$ cat config.mk
export PLATFORM = sky130hd
export DESIGN_NAME = vpu_src_port_arbiter
export DESIGN_NICKNAME = d
export VERILOG_FILES = /design/src/rtl/vpu_pkg.sv /design/src/rtl/vpu_arb_id_fifo.sv /design/src/rtl/vpu_src_port_arbiter.sv
export SDC_FILE = /design/constraint.sdc
export NUM_CORES = 1
export LEC_CHECK = 0
export CORE_AREA = 2 2 119 121
export CTS_CLUSTER_SIZE = 12
export DETAILED_ROUTE_END_ITERATION = 12
export DIE_AREA = 0 0 121 123
export PLACE_DENSITY_LB_ADDON = 0.2
export SYNTH_ARGS = -nofsm -noshare
export SYNTH_HDL_FRONTEND = slang
export SYNTH_SLANG_ARGS = --single-unit
$ cat constraint.sdc
create_clock -name clk -period 4.08 [get_ports clk]
set_input_delay 1.224 -clock clk [delete_from_list [all_inputs] [get_ports clk]]
set_output_delay 1.224 -clock clk [all_outputs]
set_load 0.03 [all_outputs]
$ cat src/rtl/vpu_pkg.sv
// Shared VPU definitions: SRAM geometry plus the source-port arbiter state and beat types.
package vpu_pkg;

    localparam int SRAM_BANK_CNT_LG2   = 2;
    localparam int SRAM_BANK_DEPTH_LG2 = 10;
    localparam int SRAM_DATA_WIDTH     = 32;

    localparam int VPU_ARB_N_REQ_MAX   = 8;

    typedef enum logic {
        ARB_IDLE,
        ARB_GRANT
    } vpu_arb_state_t;

    typedef struct packed {
        logic [SRAM_BANK_CNT_LG2-1:0]   rid;
        logic [SRAM_BANK_DEPTH_LG2-1:0] addr;
        logic                           reb;
        logic                           rlast;
    } vpu_src_beat_t;

endpackage

$ cat src/rtl/vpu_arb_id_fifo.sv
// Ordered FIFO of grant IDs, one entry per outstanding read beat.
module vpu_arb_id_fifo
    import vpu_pkg::*;
#(
    parameter int WIDTH = 2,
    parameter int DEPTH = 8
) (
    input  logic             clk,
    input  logic             rst_n,
    input  logic             i_push,
    input  logic [WIDTH-1:0] i_push_data,
    input  logic             i_pop,
    output logic             o_full,
    output logic             o_empty,
    output logic [WIDTH-1:0] o_head
);

    localparam int PW = $clog2(DEPTH);

    logic [WIDTH-1:0] r_mem [DEPTH];
    logic [PW-1:0]    r_wr_ptr;
    logic [PW-1:0]    r_rd_ptr;
    logic [PW:0]      r_count;
    logic             w_push;
    logic             w_pop;

    assign o_full  = (r_count == (PW+1)'(DEPTH));
    assign o_empty = (r_count == '0);
    assign o_head  = r_mem[r_rd_ptr];
    assign w_push  = i_push & ~o_full;
    assign w_pop   = i_pop & ~o_empty;

    // Storage needs no reset: the pointers alone define which entries are live.
    always_ff @(posedge clk) begin
        if (w_push) r_mem[r_wr_ptr] <= i_push_data;
    end

    always_ff @(posedge clk or negedge rst_n) begin
        if (!rst_n) begin
            r_wr_ptr <= '0;
            r_rd_ptr <= '0;
            r_count  <= '0;
        end else begin
            if (w_push) r_wr_ptr <= r_wr_ptr + 1'b1;
            if (w_pop)  r_rd_ptr <= r_rd_ptr + 1'b1;
            case ({w_push, w_pop})
                2'b10:   r_count <= r_count + 1'b1;
                2'b01:   r_count <= r_count - 1'b1;
                default: r_count <= r_count;
            endcase
        end
    end

endmodule

$ cat src/rtl/vpu_src_port_arbiter.sv
// Round-robin, burst-locked arbiter sharing one VPU SRAM read port; in-order read data routed back by grant ID.
// Optional perf counters enabled by defining VPU_ARB_PERF_CNT_EN (ports exist in both builds).
module vpu_src_port_arbiter
    import vpu_pkg::*;
#(
    parameter int N_REQ       = 4,
    parameter int OUTST_DEPTH = 8
) (
    input  logic                                 clk,
    input  logic                                 rst_n,
    input  logic [N_REQ-1:0]                     m_req,
    input  logic [N_REQ*SRAM_BANK_CNT_LG2-1:0]   m_rid,
    input  logic [N_REQ*SRAM_BANK_DEPTH_LG2-1:0] m_addr,
    input  logic [N_REQ-1:0]                     m_reb,
    input  logic [N_REQ-1:0]                     m_rlast,
    output logic [N_REQ-1:0]                     m_ack,
    output logic [SRAM_DATA_WIDTH-1:0]           m_rdata,
    output logic [N_REQ-1:0]                     m_rvalid,
    output logic                                 s_req,
    output logic [SRAM_BANK_CNT_LG2-1:0]         s_rid,
    output logic [SRAM_BANK_DEPTH_LG2-1:0]       s_addr,
    output logic                                 s_reb,
    output logic                                 s_rlast,
    input  logic                                 s_ack,
    input  logic [SRAM_DATA_WIDTH-1:0]           s_rdata,
    input  logic                                 s_rvalid,
    output logic                                 err_unexp_rvalid,
    output logic [N_REQ*32-1:0]                  perf_beats,
    output logic [31:0]                          perf_full_stall
);

    localparam int IW = $clog2(N_REQ);
    localparam int RW = SRAM_BANK_CNT_LG2;
    localparam int AW = SRAM_BANK_DEPTH_LG2;

    vpu_arb_state_t           r_state, w_state_nxt;
    logic [IW-1:0]            r_gnt_id, w_gnt_nxt;
    logic [IW-1:0]            r_rr_ptr, w_rr_nxt;
    logic [IW-1:0]            w_pick, w_cand;
    logic                     w_push, w_pop;
    logic                     w_fifo_full, w_fifo_empty;
    logic [IW-1:0]            w_head;
    vpu_src_beat_t            w_beat;
    logic [N_REQ-1:0]         r_m_rvalid;
    logic [SRAM_DATA_WIDTH-1:0] r_m_rdata;
    logic                     r_err;

    // Scanning downward lets the lowest offset from rr_ptr win without an early exit.
    always_comb begin
        w_pick = r_rr_ptr;
        w_cand = '0;
        for (int i = N_REQ-1; i >= 0; i--) begin
            w_cand = IW'((int'(r_rr_ptr) + i) % N_REQ);
            if (m_req[w_cand]) w_pick = w_cand;
        end
    end

    always_comb begin
        w_beat.rid   = m_rid[int'(r_gnt_id)*RW +: RW];
        w_beat.addr  = m_addr[int'(r_gnt_id)*AW +: AW];
        w_beat.reb   = m_reb[r_gnt_id];
        w_beat.rlast = m_rlast[r_gnt_id];
    end

    always_comb begin
        w_state_nxt = r_state;
        w_gnt_nxt   = r_gnt_id;
        w_rr_nxt    = r_rr_ptr;
        w_push      = 1'b0;
        s_req       = 1'b0;
        s_rid       = '0;
        s_addr      = '0;
        s_reb       = 1'b1;
        s_rlast     = 1'b0;
        m_ack       = '0;
        case (r_state)
            ARB_IDLE: begin
                if (|m_req) begin
                    w_gnt_nxt   = w_pick;
                    w_state_nxt = ARB_GRANT;
                end
            end
            ARB_GRANT: begin
                s_req   = m_req[r_gnt_id] & ~w_fifo_full;
                s_rid   = w_beat.rid;
                s_addr  = w_beat.addr;
                s_reb   = w_beat.reb;
                s_rlast = w_beat.rlast;
                if (s_req && s_ack) begin
                    m_ack[r_gnt_id] = 1'b1;
                    w_push          = 1'b1;
                    if (w_beat.rlast) begin
                        w_rr_nxt    = (r_gnt_id == IW'(N_REQ-1)) ? '0 : r_gnt_id + 1'b1;
                        w_state_nxt = ARB_IDLE;
                    end
                end
            end
            default: w_state_nxt = ARB_IDLE;
        endcase
    end

    always_ff @(posedge clk or negedge rst_n) begin
        if (!rst_n) begin
            r_state  <= ARB_IDLE;
            r_gnt_id <= '0;
            r_rr_ptr <= '0;
        end else begin
            r_state  <= w_state_nxt;
            r_gnt_id <= w_gnt_nxt;
            r_rr_ptr <= w_rr_nxt;
        end
    end

    vpu_arb_id_fifo #(
        .WIDTH (IW),
        .DEPTH (OUTST_DEPTH)
    ) u_id_fifo (
        .clk         (clk),
        .rst_n       (rst_n),
        .i_push      (w_push),
        .i_push_data (r_gnt_id),
        .i_pop       (w_pop),
        .o_full      (w_fifo_full),
        .o_empty     (w_fifo_empty),
        .o_head      (w_head)
    );

    assign w_pop = s_rvalid & ~w_fifo_empty;

    // A beat with nothing outstanding is flagged and dropped rather than routed anywhere.
    always_ff @(posedge clk or negedge rst_n) begin
        if (!rst_n) begin
            r_m_rvalid <= '0;
            r_m_rdata  <= '0;
            r_err      <= 1'b0;
        end else begin
            r_m_rvalid <= '0;
            if (s_rvalid) begin
                if (w_fifo_empty) begin
                    r_err <= 1'b1;
                end else begin
                    r_m_rvalid[w_head] <= 1'b1;
                    r_m_rdata          <= s_rdata;
                end
            end
        end
    end

    assign m_rvalid         = r_m_rvalid;
    assign m_rdata          = r_m_rdata;
    assign err_unexp_rvalid = r_err;

`ifdef VPU_ARB_PERF_CNT_EN
    logic [31:0] r_perf_beats [N_REQ];
    logic [31:0] r_perf_stall;

    always_ff @(posedge clk or negedge rst_n) begin
        if (!rst_n) begin
            for (int i = 0; i < N_REQ; i++) r_perf_beats[i] <= '0;
            r_perf_stall <= '0;
        end else begin
            for (int i = 0; i < N_REQ; i++) begin
                if (m_ack[i] && (r_perf_beats[i] != '1)) r_perf_beats[i] <= r_perf_beats[i] + 1'b1;
            end
            if ((r_state == ARB_GRANT) && m_req[r_gnt_id] && w_fifo_full && (r_perf_stall != '1))
                r_perf_stall <= r_perf_stall + 1'b1;
        end
    end

    for (genvar g = 0; g < N_REQ; g++) begin : g_perf
        assign perf_beats[g*32 +: 32] = r_perf_beats[g];
    end
    assign perf_full_stall = r_perf_stall;
`else
    assign perf_beats      = '0;
    assign perf_full_stall = '0;
`endif

endmodule

==> results.ini <==
[pwr]
power_leakage_nw=2.862
vdd_ir_drop_max_v=0.0003012
p_per_area_nw_per_um2=649.9

[worst_setup_path]
critPathKind=input pin to output pin
worst_setup_path_start_kind=input pin
cpMostUsedCell=and3_4
crit_family=buffers and inverters
worst_ep_arrival_time_ns=2.80
crit_chain=clkdlybuf4s50_1 -> mux4_2 -> and3_4 -> buf_4 -> and3_4 -> buf_6
slowest_stage=mux4_2
worst_ep_required_time_ns=2.86
crit_path_max_incr_delay_ns=0.46
worst-path-buf-inv=3
cp_max_fo=5
endpoint_kind=output pin

[floorplan]
placementRows=43
fp.dieH_um=123
pin_count=312
dieWidth_um=121
dieArea_sq_um=14880
start_util_pct=34.23
core_sq_um=13610

[place]
placed_area_sq_um=5763
dp_hpwl_mm=7.789
place.gp.congestion=0.7226
dp_cells=795
io_buffer_count=151

[final_layout]
seq_area_sq_um=1782
finalNetCount=731
multi_input_area_sq_um=2150
drive_gt1_share_pct=10.94
fin_area_sq_um=6092
fillers=1275
fin_cells=811
area_growth_pct=30.75
diodes=0

[synth]
yosysTopAreaCellShare_pct=27.93
seq_area_frac_synth_pct=38.24
synth_area_leaders=dfrtp_1, buf_4, edfxtp_1
syn_area_sq_um=4659
async_flop_share_pct=76.47
ys_ff_latch=68
synth_top_cell_by_area=dfrtp_1
synth_edf_count=16
yosys_warnings=0
synth_cell_type_count=44
syn_avg_cell_area_sq_um=9.914
syn_inst=470
synth_top_flop_cell=dfrtp_1

[sta]
relSlewSlack_pct=45.43
fmax_mhz=248.6
final_max_slew_viol_count=0
holdWs_ns=0.4640
min_period_ns=4.023
setup_violations=0
worstMarginPinSlew_ns=0.8186
finClkSkew_ns=0.005227
tns_ns=0
hold_viol=0
finalCritPeriodShare_pct=98.60
rsz0062_at_grt=no

[clock_network]
clk_pin_slew_ns=0.05
cts_buffers=9
cts.sinks=68
cts-root-buf=clkbuf_16
clockBufferDepth=2
clk_latency_ns=0.33
cts_max_level=3
cts_tree=done

[routing]
vias_per_cell=4.022
wl_per_cell_um=12.17
antenna_left=0
route.final.wire_length_mm=9.867
vias=3262
firstDrtPassIters=4
first_iter_violations=149
drc=0

[global_routing]
grt_pass1_vias=3133
antenna_found_initial=0
track_usage_pct=13.31
grt_pass1_wl_mm=15.37
grt_max_degree=39
grt.overflow.total=0

[job]
max_cap_violations=0

[status]
outcome=finished, final reports clean

[min_path]
hp-class=flop to flop

## where the power goes
group	switching (mW)	leakage [nW]	internal, mW
Combinational	1.17	1.94	0.856
Clock	0.280	0.149	0.534
Sequential	0.207	0.775	0.914
Total	1.66	2.86	2.30
## cell usage in the layout, fill, tap and decap left out, types with 3 or more instances in the layout
| cell | instances |
|---|---|
| ha_1 | 9 |
| edfxtp_1 | 16 |
| clkbuf_16 | 9 |
| dlymetal6s2s_1 | 4 |
| clkdlybuf4s50_1 | 131 |
| and3_1 | 3 |
| mux4_2 | 19 |
| nor4b_2 | 4 |
| nor3_1 | 3 |
| dlygate4sd2_1 | 3 |
| xor2_1 | 4 |
| conb_1 | 160 |
| nor4_1 | 3 |
| inv_1 | 7 |
| a31oi_1 | 4 |
| xnor2_1 | 5 |
| nand2_1 | 102 |
| nor2_1 | 10 |
| buf_4 | 19 |
| dfrtp_1 | 52 |
| and2_1 | 13 |
| mux2_1 | 3 |
| nand2b_1 | 3 |
| a21oi_1 | 5 |
## per-layer routing
| layer | track usage, % | part of all wire [%] | wire length [um] |
|---|---|---|---|
| met5 | 0 | 0 | 0 |
| met4 | 6.177 | 2.5 | 243 |
| met3 | 3.137 | 8.4 | 827 |
| met2 | 23.84 | 53 | 5191 |
| met1 | 14.99 | 37 | 3605 |
## layout make-up
cell class,instances,share of cell area [%]
clock buffers,10,3.758
clock inverters,6,1.458
inverters,8,0.4929
multi-input cells,376,35.28
flip-flops and latches,68,29.25
well taps,180,3.697
repair buffers,163,26.06
## cells in the mapped netlist, drive strengths merged (5+ instances only)
| library cell | count |
|---|---|
| edfxtp | 16 |
| nor2 | 10 |
| xnor2 | 5 |
| mux4 | 19 |
| inv | 7 |
| nand2 | 103 |
| and2 | 13 |
| dfrtp | 52 |
| clkbuf | 8 |
| a21oi | 5 |
| and3 | 5 |
| buf | 169 |
| ha | 9 |
## flip-flops by register name (all words and copies together) (netlist names)
signal              cells
err_unexp_rvalid        1
m_rdata                32
m_rvalid                4
r_gnt_id                2
r_rr_ptr                2
r_state                 1
u_id_fifo.r_count       4
u_id_fifo.r_mem        16
u_id_fifo.r_rd_ptr      3
u_id_fifo.r_wr_ptr      3
## repair_timing
action | 4_1_cts | 5_1_grt
gates resized for setup | 11 | 8
setup buffers | 0 | 0
hold buffers | 0 | 0
setup endpoints to repair | 7 | 7
gates cloned | 0 | 0
## metrics by stage
stage          power, mW  setup slack, ns  utilization [%]
6_report           3.959          0.05716            44.76
2_1_floorplan      2.607           0.5877                -
3_5_place_dp       3.188          -0.2553            42.34
3_3_place_gp       3.168          -0.2304            42.34
4_1_cts            4.016         0.007384            44.71
5_1_grt            4.211         0.006408            44.76
## final timing paths
path	startpoint	end	slack [ns]	cells after the start
setup / recovery	m_req[2]	m_ack[3]	0.06	6
min in group asynchronous	rst_n	m_rdata[11]$_DFFE_PN0P_	0.99	1
setup reg to reg	r_gnt_id[0]$_DFFE_PN0P_	u_id_fifo.r_count[2]$_DFFE_PN0P_	1.17	12
hold reg to reg	err_unexp_rvalid$_DFFE_PN0P_	err_unexp_rvalid$_DFFE_PN0P_	0.46	1
hold / removal	err_unexp_rvalid$_DFFE_PN0P_	err_unexp_rvalid$_DFFE_PN0P_	0.46	1
max in group asynchronous	rst_n	m_rdata[30]$_DFFE_PN0P_	2.34	2
## logic make-up (layout without fill, tap and decap cells)
| group | Yosys count | in the layout | synth area share (%) |
|---|---|---|---|
| XOR/XNOR | 9 | 9 | 1.692 |
| AO/OA/AOI/OAI | 18 | 18 | 2.578 |
| other | 1 | 160 | 0.08048 |
| AND/OR/NAND/NOR | 156 | 156 | 15.98 |
| flip-flops | 68 | 68 | 38.24 |
| adder cells (fa/ha/maj) | 9 | 9 | 2.417 |
| multiplexers | 24 | 24 | 10.37 |
| buffers and inverters | 185 | 187 | 28.65 |
No activity file was read; power rests on OpenSTA's default activity.
